**src/rtl/bcd_scan_pkg.sv**
```systemverilog
// bcd_scan_pkg: BCD digit / 7-segment types, segment patterns and the digit decoder.
package bcd_scan_pkg;
  typedef logic [3:0] bcd_t;
  typedef logic [6:0] seg_t;
  localparam seg_t SEG_0 = 7'h3F;
  localparam seg_t SEG_1 = 7'h06;
  localparam seg_t SEG_2 = 7'h5B;
  localparam seg_t SEG_3 = 7'h4F;
  localparam seg_t SEG_4 = 7'h66;
  localparam seg_t SEG_5 = 7'h6D;
  localparam seg_t SEG_6 = 7'h7D;
  localparam seg_t SEG_7 = 7'h07;
  localparam seg_t SEG_8 = 7'h7F;
  localparam seg_t SEG_9 = 7'h6F;
  localparam seg_t SEG_DASH = 7'h40;
  function automatic seg_t seg7(input bcd_t d);
    case (d)
      4'd0: return SEG_0;
      4'd1: return SEG_1;
      4'd2: return SEG_2;
      4'd3: return SEG_3;
      4'd4: return SEG_4;
      4'd5: return SEG_5;
      4'd6: return SEG_6;
      4'd7: return SEG_7;
      4'd8: return SEG_8;
      4'd9: return SEG_9;
      default: return SEG_DASH;
    endcase
  endfunction
endpackage

```
**src/rtl/bcd_decade.sv**
```systemverilog
// bcd_decade: combinational next value and carry/borrow of one BCD decade.
module bcd_decade
  import bcd_scan_pkg::*;
(
  input  bcd_t digit_i,
  input  logic up_dn_i,
  input  logic cin_i,
  output bcd_t next_o,
  output logic cout_o
);
  logic edge_hit;
  always_comb begin
    edge_hit = up_dn_i ? (digit_i >= 4'd9) : (digit_i == 4'd0);
    cout_o = cin_i && edge_hit;
    next_o = !cin_i ? digit_i :
             up_dn_i ? (edge_hit ? 4'd0 : digit_i + 4'd1) :
             (edge_hit ? 4'd9 : digit_i - 4'd1);
  end
endmodule

```
**src/rtl/bcd_scan_counter.sv**
```systemverilog
// bcd_scan_counter: N-decade BCD up/down counter with load, prescaler and 7-segment scan.
// Define BCD_SCAN_COUNTER_LZB_EN to blank leading zeros on the display.
module bcd_scan_counter
  import bcd_scan_pkg::*;
#(
  parameter int NUM_DIGITS  = 3,
  parameter int TICK_DIV    = 1000000,
  parameter int REFRESH_DIV = 1000
) (
  input  logic                    clk,
  input  logic                    rst,
  input  logic                    enable,
  input  logic                    up_dn,
  input  logic                    load,
  input  logic [4*NUM_DIGITS-1:0] load_val,
  output logic [4*NUM_DIGITS-1:0] bcd_value,
  output logic                    wrap,
  output seg_t                    seg_out,
  output logic [NUM_DIGITS-1:0]   digit_sel
);
  localparam int PW = TICK_DIV > 1 ? $clog2(TICK_DIV) : 1;
  localparam int RW = $clog2(REFRESH_DIV);
  localparam int IW = NUM_DIGITS > 1 ? $clog2(NUM_DIGITS) : 1;
  bcd_t [NUM_DIGITS-1:0] cnt_q, cnt_d, inc, ld;
  logic [NUM_DIGITS:0] c;
  logic [PW-1:0] presc_q, presc_d;
  logic [RW-1:0] ref_q, ref_d;
  logic [IW-1:0] idx_q, idx_d;
  logic [NUM_DIGITS-1:0] sel_q, sel_d;
  seg_t seg_q, seg_d;
  logic wrap_q, wrap_d, step, adv, blank;
  assign c[0] = 1'b1;
  for (genvar i = 0; i < NUM_DIGITS; i++) begin : g_dec
    bcd_decade u_dec (
      .digit_i(cnt_q[i]),
      .up_dn_i(up_dn),
      .cin_i  (c[i]),
      .next_o (inc[i]),
      .cout_o (c[i+1])
    );
    assign ld[i] = load_val[4*i +: 4] > 4'd9 ? 4'd0 : load_val[4*i +: 4];
  end
`ifdef BCD_SCAN_COUNTER_LZB_EN
  logic [NUM_DIGITS:0] lz;
  always_comb begin
    lz[NUM_DIGITS] = 1'b1;
    for (int k = NUM_DIGITS - 1; k >= 0; k--) lz[k] = lz[k+1] && cnt_q[k] == 4'd0;
  end
  assign blank = idx_d != '0 && lz[idx_d];
`else
  assign blank = 1'b0;
`endif
  always_comb begin
    step    = enable && presc_q == PW'(TICK_DIV - 1);
    presc_d = (load || step) ? '0 : enable ? presc_q + 1'b1 : presc_q;
    cnt_d   = load ? ld : step ? inc : cnt_q;
    wrap_d  = !load && step && c[NUM_DIGITS];
    adv     = ref_q == RW'(REFRESH_DIV - 1);
    ref_d   = adv ? '0 : ref_q + 1'b1;
    idx_d   = !adv ? idx_q : idx_q == IW'(NUM_DIGITS - 1) ? '0 : idx_q + 1'b1;
    sel_d   = adv ? NUM_DIGITS'(1) << idx_d : sel_q;
    seg_d   = !adv ? seg_q : blank ? '0 : seg7(cnt_q[idx_d]);
  end
  always_ff @(posedge clk or posedge rst) begin
    if (rst) begin
      cnt_q   <= '0;
      presc_q <= '0;
      wrap_q  <= 1'b0;
      ref_q   <= '0;
      idx_q   <= '0;
      sel_q   <= '0;
      seg_q   <= '0;
    end else begin
      cnt_q   <= cnt_d;
      presc_q <= presc_d;
      wrap_q  <= wrap_d;
      ref_q   <= ref_d;
      idx_q   <= idx_d;
      sel_q   <= sel_d;
      seg_q   <= seg_d;
    end
  end
  assign bcd_value = cnt_q;
  assign wrap      = wrap_q;
  assign seg_out   = seg_q;
  assign digit_sel = sel_q;
endmodule
```
**config.mk**
```make
export PLATFORM = sky130hd
export DESIGN_NAME = bcd_scan_counter
export DESIGN_NICKNAME = d
export VERILOG_FILES = /design/src/rtl/bcd_scan_pkg.sv /design/src/rtl/bcd_decade.sv /design/src/rtl/bcd_scan_counter.sv
export SDC_FILE = /design/constraint.sdc
export NUM_CORES = 1
export LEC_CHECK = 0
export CORE_MARGIN = 2
export CORE_UTILIZATION = 49
export DETAILED_ROUTE_END_ITERATION = 7
export GPL_ROUTABILITY_DRIVEN = 1
export GPL_TIMING_DRIVEN = 0
export MAX_ROUTING_LAYER = met4
export PLACE_DENSITY = 0.68
export SLEW_MARGIN = 10
export SYNTH_ARGS = -nofsm -noshare
export SYNTH_HDL_FRONTEND = slang
export SYNTH_SLANG_ARGS = --single-unit
export TNS_END_PERCENT = 10
```
**constraint.sdc**
```tcl
create_clock -name clk -period 7 [get_ports clk]
set_input_delay 1.05 -clock clk [delete_from_list [all_inputs] [get_ports clk]]
set_output_delay 1.05 -clock clk [all_outputs]
set_load 0.005 [all_outputs]
```
==> impl_metrics.yaml <==
route:
  wl_um: 8480
  vias: 3199
  vias_per_cell: 5.632
  routedWlPerCell_um: 14.93
  post-route-drc-count: 0
  drtIter0Drc: 150
  antenna_left: 0
  first_pass_iters: 4
floorplanning:
  ios: 40
  dieArea_um2: 8272
  design.core.area_um2: 7292
  die_y_um: 90.95
  fp.dieW_um: 90.95
  start_util_pct: 50.81
  fp-row-count: 31
global_route:
  grt_usage_pct: 21.69
  grt_use_met3_pct: 2.988
  grt_max_degree: 31
  grt_pass1_vias: 3077
  top_usage_layer: "met2"
  grt_pass1_wl_um: 14430
  use_met2_pct: 35.37
  grt_overflow: 0
  use_met1_pct: 28.82
  grt_antenna_before_repair: 0
critical_path:
  criticalPathCategory: "register to register"
  startpoint_type: "register"
  rr_worst_depth: 10
  slowest_delay_ps: 650
  path_cells: "ha_1, nand2_1, nor3_2, o2bb2ai_1, a2111oi_4, inv_1, ha_1, or3_1, mux2i_1, nor3_1"
  cp_max_fo: 9
  crit_top_cell: "ha_1"
  timing.rr.start: "ref_q[0]$_DFF_PP0_"
  crit_arrival_ps: 3390
  cp.required_ps: 7200
  crit-reg2reg-capture: "seg_out[3]$_DFFE_PP0N_"
  rrSetupSlack_ps: 3810
  cp-end-kind: "register"
  cpMaxStageDelayCell: "a2111oi_4"
clock_tree:
  cts_tree: "done"
  htreeDepth: 2
  ctsLongestPathBuffers: 2
  numCtsBuffers: 5
  clock-sinks: 55
  cts.hold.buffers_added: 0
  cts.reportedPaths.clkPinSlew_ps: 110
  post_cts_buffers: 0
  cts-root-buf: "clkbuf_8"
  clock_latency_ps: 310
  cts-resized-gates: 0
synthesis:
  synth_top_cell_by_area: "dfrtp_1"
  yosysMostFrequentCell: "dfrtp_1"
  yosys.area.top_type_share_pct: 37.15
  syn_inst: 422
  synth_edf_count: 0
  ys_ff_latch: 55
  synth_cell_types: 64
  synth-async-reset-ratio_pct: 100.0
  syn_avg_cell_area_um2: 8.779
  synthTopCellsByCount: "dfrtp_1 (55), nor2_1 (49), nand2_1 (44)"
  synthesis.area_um2: 3705
  synth_fp_nets: 458
  ys_warn_count: 0
  synth_seq_area_share_pct: 37.15
  dominantRegCellSynth: "dfrtp_1"
  synth.area.top_cells: "dfrtp_1 (37%), ha_1 (6.4%), nor2_1 (5.0%)"
sta:
  fin_crit_ps: 3186
  slew_violations: 0
  skew_ps: 14.25
  tightest_slew_ps: 671.0
  fin_crit_sh_pct: 45.52
  setup_viol: 0
  slew_headroom_pct: 55.20
  setup_ws_ps: 3814
  hold_viol: 0
  setup_tns_ps: 0
  fmaxAchievable_mhz: 313.9
  rsz0062_at_grt: "no"
layout:
  finalInstanceArea_um2: 4324
  nets: 504
  layout-drive-gt1-share_pct: 6.610
  final_cells: 568
  diodes: 0
  area_growth_pct: 16.72
placed_design:
  hpwl_um: 6383
  dp_slack_ps: 3786
  place_inst: 560
  place.port_buffers: 38
  place_area_um2: 4229
  gp_congestion: 0.8807
pwr:
  power_mw: 0.6486
  cellPowerDensity_nw_per_um2: 150.0
  leakage_nw: 1.762
  ir_drop_mv: 0.06887
worst_hold_path:
  min_path_type: "register to register"
  min_to: "seg_out[1]$_DFFE_PP0N_"
  min_from: "seg_out[1]$_DFFE_PP0N_"
  holdPathStages: 2
run:
  drv_cap: 0
outcome:
  outcome: "finished clean"
-- metrics by stage --
step | hold slack (ps) | util (%)
6_report | 499.8 | 59.30
5_1_grt | 527.4 | 59.30
3_3_place_gp | 476.4 | 57.72
4_1_cts | 501.0 | 59.30
2_1_floorplan | 454.9 | -
3_5_place_dp | 481.4 | 58.00
-- report_power, final --
| group | switching [mW] | total [mW] | internal [mW] |
|---|---|---|---|
| registers | 0.0139 | 0.338 | 0.324 |
| logic | 0.0686 | 0.127 | 0.0585 |
| clock network | 0.102 | 0.183 | 0.0814 |
-- flip-flops by register name (all words and copies together) (netlist names) --
register   flops
presc_q       20
bcd_value     12
ref_q         10
seg_out        7
digit_sel      3
idx_q          2
wrap           1
-- per-layer routing --
metal  vias to the layer above  share of wire [%]
li1                       1606                  -
met1                      1533                 48
met2                        58                 49
met3                         2                2.9
met4                         0               0.48
met5                         -                  0
-- critical path, delay by kind of cell (launching register included) --
family	cells	cell delay [ps]
AND/OR/NAND/NOR	4	890
AO/OA/AOI/OAI	2	850
adder cells (fa/ha/maj)	2	600
flip-flops	1	430
buffers and inverters	1	180
multiplexers	1	150
-- cells by family (layout without fill, tap and decap cells) --
family	after synthesis	in the layout	share of synthesized area, %
simple gates	177	177	24.55
compound gates	93	93	16.82
flops	55	55	37.15
buf+inv	38	85	4.964
xor+xnor	24	24	5.674
fa+ha+maj	19	19	6.417
mux	16	16	4.424
-- cell usage in the layout (no fill, tap or decap), types with 3 or more instances in the layout --
master and instances:
xor2_1 12, xnor2_1 12, clkbuf_8 7, clkbuf_1 15
buf_6 4, nand2_1 44, nand3_1 20, o21ai_0 22
and3_1 5, mux2i_1 13, a21oi_1 18, nor3_1 10
inv_1 17, a22oi_1 4, nor3b_1 4, ha_1 19
o22ai_1 7, nor2_1 49, o31a_1 4, o21ai_1 4
nand4_1 9, nor4_1 5, o31ai_1 7, and2_1 3
or4_1 3, nor2b_1 3, dfrtp_1 55, clkdlybuf4s50_1 38
a31oi_1 5
-- worst max-delay path by stage --
stage                  startpoint  slack (ps)                         to
3_5_place_dp                up_dn        3790  bcd_value[10]$_DFFE_PP0P_
2_1_floorplan  ref_q[0]$_DFF_PP0_        4170     seg_out[3]$_DFFE_PP0N_
3_3_place_gp                  rst        3590   bcd_value[6]$_DFFE_PP0P_
6_report       ref_q[0]$_DFF_PP0_        3810     seg_out[3]$_DFFE_PP0N_
5_1_grt        ref_q[0]$_DFF_PP0_        3570     seg_out[3]$_DFFE_PP0N_
4_1_cts        ref_q[0]$_DFF_PP0_        3810     seg_out[3]$_DFFE_PP0N_
-- cell type report --
cell class,instances,area (um^2)
Buffer,19,111.4
Clock buffer,7,86.33
Clock inverter,1,8.758
Fill cell,686,2968
Inverter,19,72.57
Multi-Input combinational cell,329,2145
Sequential cell,55,1376
Tap cell,99,123.9
Timing Repair Buffer,39,400.4
Power figures use the tool's default switching activity.
